**src/rtl/registerfile_mp.sv**
```systemverilog
// Two-write / two-read register file with a per-register busy scoreboard.
// Reads are combinational (with optional write forwarding); writes and reserves are synchronous.
module registerfile_mp #(
    parameter int DataWidth = 16,
    parameter int AddWidth  = 3,
    parameter int ZeroReg   = 1,
    parameter int Bypass    = 1
) (
    input  logic                 CLK,
    input  logic                 RESET_N,
    input  logic [AddWidth-1:0]  ADD1,
    input  logic [AddWidth-1:0]  ADD2,
    output logic [DataWidth-1:0] R1,
    output logic [DataWidth-1:0] R2,
    output logic                 BUSY1,
    output logic                 BUSY2,
    input  logic                 WEN0,
    input  logic [AddWidth-1:0]  WADD0,
    input  logic [DataWidth-1:0] DATAIN0,
    input  logic                 WEN1,
    input  logic [AddWidth-1:0]  WADD1,
    input  logic [DataWidth-1:0] DATAIN1,
    input  logic                 RSV,
    input  logic [AddWidth-1:0]  RSVADD,
    output logic                 RSVOK
);

    localparam int Depth    = 1 << AddWidth;
    localparam bit ZeroEn   = (ZeroReg != 0);
    localparam bit BypassEn = (Bypass != 0);

    logic [DataWidth-1:0] r_mem [Depth];
    logic [Depth-1:0]     r_busy;

    logic                 w_we0;
    logic                 w_we1;
    logic                 w_rsv_accept;
    logic [DataWidth:0]   w_rd1;
    logic [DataWidth:0]   w_rd2;

    function automatic logic is_zero_addr(input logic [AddWidth-1:0] addr);
        return ZeroEn && (addr == {AddWidth{1'b0}});
    endfunction

    // Returns {busy, data} for one read port; reset and the zero register override forwarding.
    function automatic logic [DataWidth:0] read_port(
        input logic                 rst_ok,
        input logic [AddWidth-1:0]  addr,
        input logic [DataWidth-1:0] mem_val,
        input logic                 busy_val,
        input logic                 wen0,
        input logic [AddWidth-1:0]  wadd0,
        input logic [DataWidth-1:0] din0,
        input logic                 wen1,
        input logic [AddWidth-1:0]  wadd1,
        input logic [DataWidth-1:0] din1
    );
        logic [DataWidth-1:0] data;
        logic                 busy;
        logic                 hit0;
        logic                 hit1;
        hit1 = BypassEn && wen1 && (wadd1 == addr);
        hit0 = BypassEn && wen0 && (wadd0 == addr);
        if (hit1) begin
            data = din1;
        end else if (hit0) begin
            data = din0;
        end else begin
            data = mem_val;
        end
        if (hit0 || hit1) begin
            busy = 1'b0;
        end else begin
            busy = busy_val;
        end
        if (!rst_ok || is_zero_addr(addr)) begin
            data = {DataWidth{1'b0}};
            busy = 1'b0;
        end else begin
            data = data;
        end
        return {busy, data};
    endfunction

    // Qualify write ports (port 1 wins collisions, zero register drops writes) and accept reserves.
    always_comb begin
        w_we1        = WEN1 && !is_zero_addr(WADD1);
        w_we0        = WEN0 && !is_zero_addr(WADD0) && !(WEN1 && (WADD1 == WADD0));
        w_rsv_accept = RSV && RESET_N && !r_busy[RSVADD] && !is_zero_addr(RSVADD);
    end

    // Storage and scoreboard update; an accepted reserve beats a same-address write on BUSY.
    always_ff @(posedge CLK or negedge RESET_N) begin
        if (!RESET_N) begin
            for (int i = 0; i < Depth; i++) begin
                r_mem[i] <= {DataWidth{1'b0}};
            end
            r_busy <= {Depth{1'b0}};
        end else begin
            for (int i = 0; i < Depth; i++) begin
                if (w_we1 && (WADD1 == AddWidth'(i))) begin
                    r_mem[i] <= DATAIN1;
                end else if (w_we0 && (WADD0 == AddWidth'(i))) begin
                    r_mem[i] <= DATAIN0;
                end
                if (w_rsv_accept && (RSVADD == AddWidth'(i))) begin
                    r_busy[i] <= 1'b1;
                end else if ((w_we1 && (WADD1 == AddWidth'(i))) ||
                             (w_we0 && (WADD0 == AddWidth'(i)))) begin
                    r_busy[i] <= 1'b0;
                end
            end
        end
    end

    // Combinational read ports.
    always_comb begin
        w_rd1 = read_port(RESET_N, ADD1, r_mem[ADD1], r_busy[ADD1],
                          WEN0, WADD0, DATAIN0, WEN1, WADD1, DATAIN1);
        w_rd2 = read_port(RESET_N, ADD2, r_mem[ADD2], r_busy[ADD2],
                          WEN0, WADD0, DATAIN0, WEN1, WADD1, DATAIN1);
    end

    assign R1    = w_rd1[DataWidth-1:0];
    assign BUSY1 = w_rd1[DataWidth];
    assign R2    = w_rd2[DataWidth-1:0];
    assign BUSY2 = w_rd2[DataWidth];
    assign RSVOK = w_rsv_accept;

endmodule

```
**config.mk**
```make
export PLATFORM = sky130hd
export DESIGN_NAME = registerfile_mp
export DESIGN_NICKNAME = d
export VERILOG_FILES = /design/src/rtl/registerfile_mp.sv
export SDC_FILE = /design/constraint.sdc
export NUM_CORES = 1
export LEC_CHECK = 0
export ABC_AREA = 1
export CELL_PAD_IN_SITES_DETAIL_PLACEMENT = 2
export CELL_PAD_IN_SITES_GLOBAL_PLACEMENT = 2
export CORE_MARGIN = 2
export CORE_UTILIZATION = 35
export CTS_CLUSTER_SIZE = 40
export DETAILED_ROUTE_END_ITERATION = 12
export GPL_TIMING_DRIVEN = 0
export PLACE_DENSITY_LB_ADDON = 0.1
export SLEW_MARGIN = 10
export SYNTH_ARGS = -nofsm -noshare
export SYNTH_HDL_FRONTEND = slang
export SYNTH_SLANG_ARGS = --single-unit
```
**constraint.sdc**
```tcl
create_clock -name CLK -period 2.9 [get_ports CLK]
set_input_delay 0.435 -clock CLK [delete_from_list [all_inputs] [get_ports CLK]]
set_output_delay 0.435 -clock CLK [all_outputs]
set_load 0.005 [all_outputs]
```
After elaboration in Yosys (flattened, before gate mapping):

Cells that the tools add are included.

* flip-flop bits (word level): 136
* word-level logic and storage cells: 177

* order comparisons: 5
* equal/unequal tests: 26
* mux-type cells: 54
* bitwise logic cells: 2
* reduce and logical (&&, ||, !) cells: 74

Operators by type and width (number)
* 2-to-1 mux 16 bit: 26
* binary-select mux 16 bit (select 3 bit): 2
* equality test 3 bit (second input constant): 12
* logical AND 1 bit: 35
* nonzero test 2 bit: 16
* 2-to-1 mux 1 bit: 23
* equality test 3 x 2 -> 1 bit (second input constant): 6
* equality test 3 bit: 5
* logical NOT 3 bit: 5
* logical OR 1 bit: 12
* less-than comparator 3 x 4 -> 1 bit (second input constant): 3
* binary-select mux 1 bit (select 3 bit): 3
* equality test 3 x 1 -> 1 bit (second input constant): 3
* greater-or-equal comparator 4 bit (second input constant): 2
* inverter 3 -> 4 bit: 2
* logical NOT 1 bit: 6

Longest topological paths before layout:

* depth after elaboration: 8
* depth in mapped cells: 10
* mapped depth without buffers: 9

Least setup slack after synthesis:

No wires, ideal clock.

* path kind: in2out
* start point: input ADD2[0]
* end point: output R2[0]
* arrival time: 1.469 ns
* required time: 2.465 ns
* slack: 0.996 ns
* stages on the path: 9
* buffers on the path: 2
* cell sequence: buf_4 > inv_2 > nor2_1 > nor2_2 > buf_4 > nand3_1 > nand2_1 > inv_1 > a21oi_1

* cells in the longest elaborated chain, start to end: 7
* elaborated cells on any way between the ends: 13

RTL lines
* start, declared: line 12 `input logic [AddWidth-1:0] ADD2,`
* inverter 3 -> 4 bit (not written as such): line 120 `w_rd2 = read_port(RESET_N, ADD2, r_mem[ADD2], r_busy[ADD2],`
* binary-select mux 16 bit (select 3 bit): line 120
* 2-to-1 mux 16 bit (not written as such) (2 in series): line 120
* 2-to-1 mux 16 bit: line 66 `end else if (hit0) begin`
* 2-to-1 mux 16 bit: line 64 `if (hit1) begin`
* 2-to-1 mux 16 bit (*): line 76 `if (!rst_ok || is_zero_addr(addr)) begin`
* end, declared: line 14 `output logic [DataWidth-1:0] R2,`

Every way passes the cells marked *; elsewhere a longest branch is shown, timed or not. The select of a mux whose other input is x is not followed.

Worst setup path after layout:

* start point: input ADD1[0]
* end point: output R1[8]

* cells in the longest elaborated chain, start to end: 7
* elaborated cells on any way between the ends: 13

RTL lines
* start, declared: line 11 `input logic [AddWidth-1:0] ADD1,`
* inverter 3 -> 4 bit (not written as such): line 118 `w_rd1 = read_port(RESET_N, ADD1, r_mem[ADD1], r_busy[ADD1],`
* binary-select mux 16 bit (select 3 bit): line 118
* 2-to-1 mux 16 bit (not written as such) (2 in series): line 118
* 2-to-1 mux 16 bit: line 66
* 2-to-1 mux 16 bit: line 64
* 2-to-1 mux 16 bit (*): line 76
* end, declared: line 13 `output logic [DataWidth-1:0] R1,`

Marked as above.

==> summary.txt <==
Status
  – Status: finished clean

Timing
  – Worst Setup Slack, final: between 40 and 50 ps
  – Final Hold Vio Count: 0
  – Tightest Pin Transition: ~1000 ps
  – Final Setup Violations: 0
  – Rel. slew slack: 32.17%
  – Max Transition Viols Final: 0
  – Final period utilization: a little over nine tenths
  – Final worst path period need: 2854 ps
  – Peak Freq: around 350 MHz
  – Worst Skew: 4.231 ps

Pwr
  – Sequential power share: 36.1%
  – P_int: between 4 and 5 mW
  – Static Leak: a little under 7 nW
  – Max rail drop VDD: around 0.00046 V
  – Sw frac: 38.28%
  – PD cells: roughly 560 nW/um^2
  – Switching Power: approximately 2.8 mW
  – Clk pwr share: 34.5%
  – Part of the power in combinational logic: about 30%

Drt
  – Final wirelength: 62.50 mm
  – DRC viols: 0
  – Metal3 WL: around 4.3 mm
  – Drt wl/cell: 27.34 um
  – Pre-antenna DRT Iters: 5
  – DR top layer: met4
  – Vias per cell: 6.045
  – DRT iter0 DRCs: roughly 1200
  – Via count: 13818
  – Met1 Wirelength: 25.65 mm
  – Post-DRT Antenna Nets: 0
  – Met2 wire len: about 29 mm

Synthesis
  – Syn Nets: approximately 1800
  – Mapped cell area: 10810 um^2
  – Syn_area_per_cell: approximately 6.1 um^2
  – Syn Inst Count: roughly 1800
  – Post-synth top area cell: dfrtp_1
  – Ys flop type: dfrtp_1
  – Yosys reg bits: about 140
  – Register area share after synthesis: about a third
  – Largest cells by area after synthesis: dfrtp_1 (31%), nand2_1 (26%), nand3_1 (17%), o21ai_0 (5.8%), nand2_2 (3.0%)
  – Post-synth top area share: 31.49%
  – Ys async rst share: 100.0%
  – Ys Warns: 0
  – EDFF count, synth: 0
  – Post-synthesis cell type count: 33

CTS
  – Clk sink count: 136
  – Root Buffer: clkbuf_16
  – H-Tree Depth: 4
  – Clock-pin slew on the worst setup and hold paths: approximately 60 ps
  – Clk_lat worst skew: between 400 and 500 ps
  – Clock Path Buffers: 2
  – CTS tree: built
  – CTS buffer count: 17

Global route
  – Vias in the first global route: 14786
  – Largest net degree at the start of global routing: 38
  – Initial antenna violation count: 1
  – Gr usage total: about two fifths
  – Overflow after GRT: 0
  – First-pass GRT wire length: between 90 and 100 mm

Setup path
  – CP arrival: 2420 ps
  – Largest stage delay, worst path: approximately 530 ps
  – Crit path depth: 11
  – Reg2reg path depth: 7
  – CP max stage cell: clkdlybuf4s50_1
  – Worst path buffer plus inverter count: 5
  – CP Max Fanout: 10
  – Crit path kind: primary input to output pin
  – CP Data Required Time: around 2500 ps
  – CP Cell Sequence: buf_4 -> inv_4 -> nand2_1 -> nand2_1 -> nor2_4 -> buf_2 -> nand3_1 -> nand2_1 -> inv_1 -> a21oi_2 -> clkdlybuf4s50_1
  – Critical path startpoint category: primary input
  – Top cell by count, worst path: nand2_1
  – CP delay by family, top: buffers and inverters
  – CP Capture Type: output pin

Place
  – Cell Area, Placed: around 12000 um^2
  – IO Port Bufs: between 60 and 70
  – Placed Cells: about 2200
  – Detail Placement HPWL: ~45 mm
  – Post-place setup slack: -719.9 ps
  – Gpl congestion: 0.9216

Finish
  – Final Instance Area: around 13000 um^2
  – Share of cells above drive strength 1: around 14%
  – Nets: between 1500 and 2000
  – Commonest non-fill, non-tap cell in the layout: nand2_1
  – Layout Cells excl Fill: around 2300
  – Leading cell types in the layout, fill and taps excluded: nand2_1 (740), nand3_1 (363), dfrtp_1 (136), o21ai_0 (124), inv_1 (71)
  – Area grow syn2layout: 22.85%

Worst hold path
  – Tightest Hold Check Type: primary input to async pin

Floorplan
  – Die width: 179.7 um
  – Die H: 179.7 um
  – Ports: 87
  – Die Area: 32300 um^2
  – Placement Rows: 64
  – Initial Util: 35.43%
  – Core area: 30510 um^2

Run
  – Max-cap violation count: 0
==> Yosys cell counts, types with 2 or more instances <==
| cell | instances |
|---|---|
| inv_2 | 12 |
| nor2_4 | 5 |
| o21ai_1 | 11 |
| nand2_1 | 741 |
| nand2_4 | 7 |
| nand3_1 | 363 |
| buf_8 | 2 |
| clkbuf_1 | 59 |
| buf_1 | 25 |
| clkbuf_2 | 2 |
| a21oi_1 | 39 |
| a31oi_4 | 2 |
| buf_6 | 9 |
| nand2_2 | 51 |
| buf_2 | 42 |
| nand3_4 | 8 |
| nor2_2 | 4 |
| nor3_1 | 4 |
| buf_4 | 12 |
| inv_1 | 71 |
| dfrtp_1 | 136 |
| o21ai_0 | 125 |
| nor2_1 | 22 |
==> registers in the layout (all words and copies together) (netlist names) <==
register,flops
r_mem,128
r_busy,8
==> timing repair <==
item / in CTS / in global routing
hold endpoints to repair: 62 / 0
hold buffers: 4 / 0
cloned: 3 / 1
pin swaps: 10 / 6
buffers inserted: 20 / 3
gates resized for setup: 98 / 42
endpoints found under the setup margin: 34 / 29
==> area by class of cell <==
type / count / area, um^2
inverter: 83 / 321.6
sequential: 136 / 3403
antenna: 1 / 2.502
clock inverter: 11 / 196.4
clock buffer: 20 / 446.7
multi-input combinational: 1391 / 6476
tap: 396 / 495.5
timing repair buffer: 96 / 1033
fill: 3754 / 17230
buffer: 152 / 903.4
==> per-layer routing <==
layer  GRT usage (%)  up-vias
met5               0        -
met4           21.24        0
met3           6.118      207
met2           62.24      654
met1           49.38     7060
li1                -     5897
==> worst paths after layout <==
kind / from / to / slack (ps)
max: ADD1[0] / R1[8] / 50
min: RESET_N / r_mem[26] / 30
max reg2reg: r_busy[6] / r_busy[1] / 1570
min reg2reg: r_mem[127] / r_mem[127] / 500
max in group asynchronous: RESET_N / r_mem[0] / 2570
min in group CLK: RSVADD[2] / r_busy[2] / 410
==> worst register-to-register path: cells and delay by family, from the launching register on <==
family	cells	cell delay [ps]
buf+inv	1	90
simple gates	5	700
flops	1	380
compound gates	1	90
==> per-stage QoR <==
| step | utilization (%) | setup TNS, ps | hold WS, ps | total power, mW |
|---|---|---|---|---|
| 2_1_floorplan | - | 0 | 139.4 | 3.736 |
| 3_3_place_gp | 39.15 | -903410 | 465.5 | 4.529 |
| 3_5_place_dp | 39.26 | -18100 | 416.0 | 4.652 |
| 4_1_cts | 43.14 | 0 | 40.46 | 7.335 |
| 5_1_grt | 43.52 | -20.02 | 43.88 | 7.710 |
| 6_report | 43.52 | 0 | 30.17 | 7.420 |
==> cells by family after synthesis <==
kind of cell	count (synthesis)	share of synthesized area, %
AOI/OAI and AO/OA	180	8.728
xor gates and xnor gates	1	0.08104
buffers and inverters	235	10.00
DFF	136	31.49
and+or+nand+nor	1210	49.70
==> power by group through the flow <==
stage	Clock [mW]	Sequential, mW	Combinational [mW]
2_1_floorplan	0	2.50	1.24
3_3_place_gp	0	2.67	1.86
3_5_place_dp	0	2.69	1.96
4_1_cts	2.57	2.66	2.11
5_1_grt	2.63	2.70	2.38
6_report	2.56	2.68	2.18
Note: power is estimated with default switching activity, not from simulation.
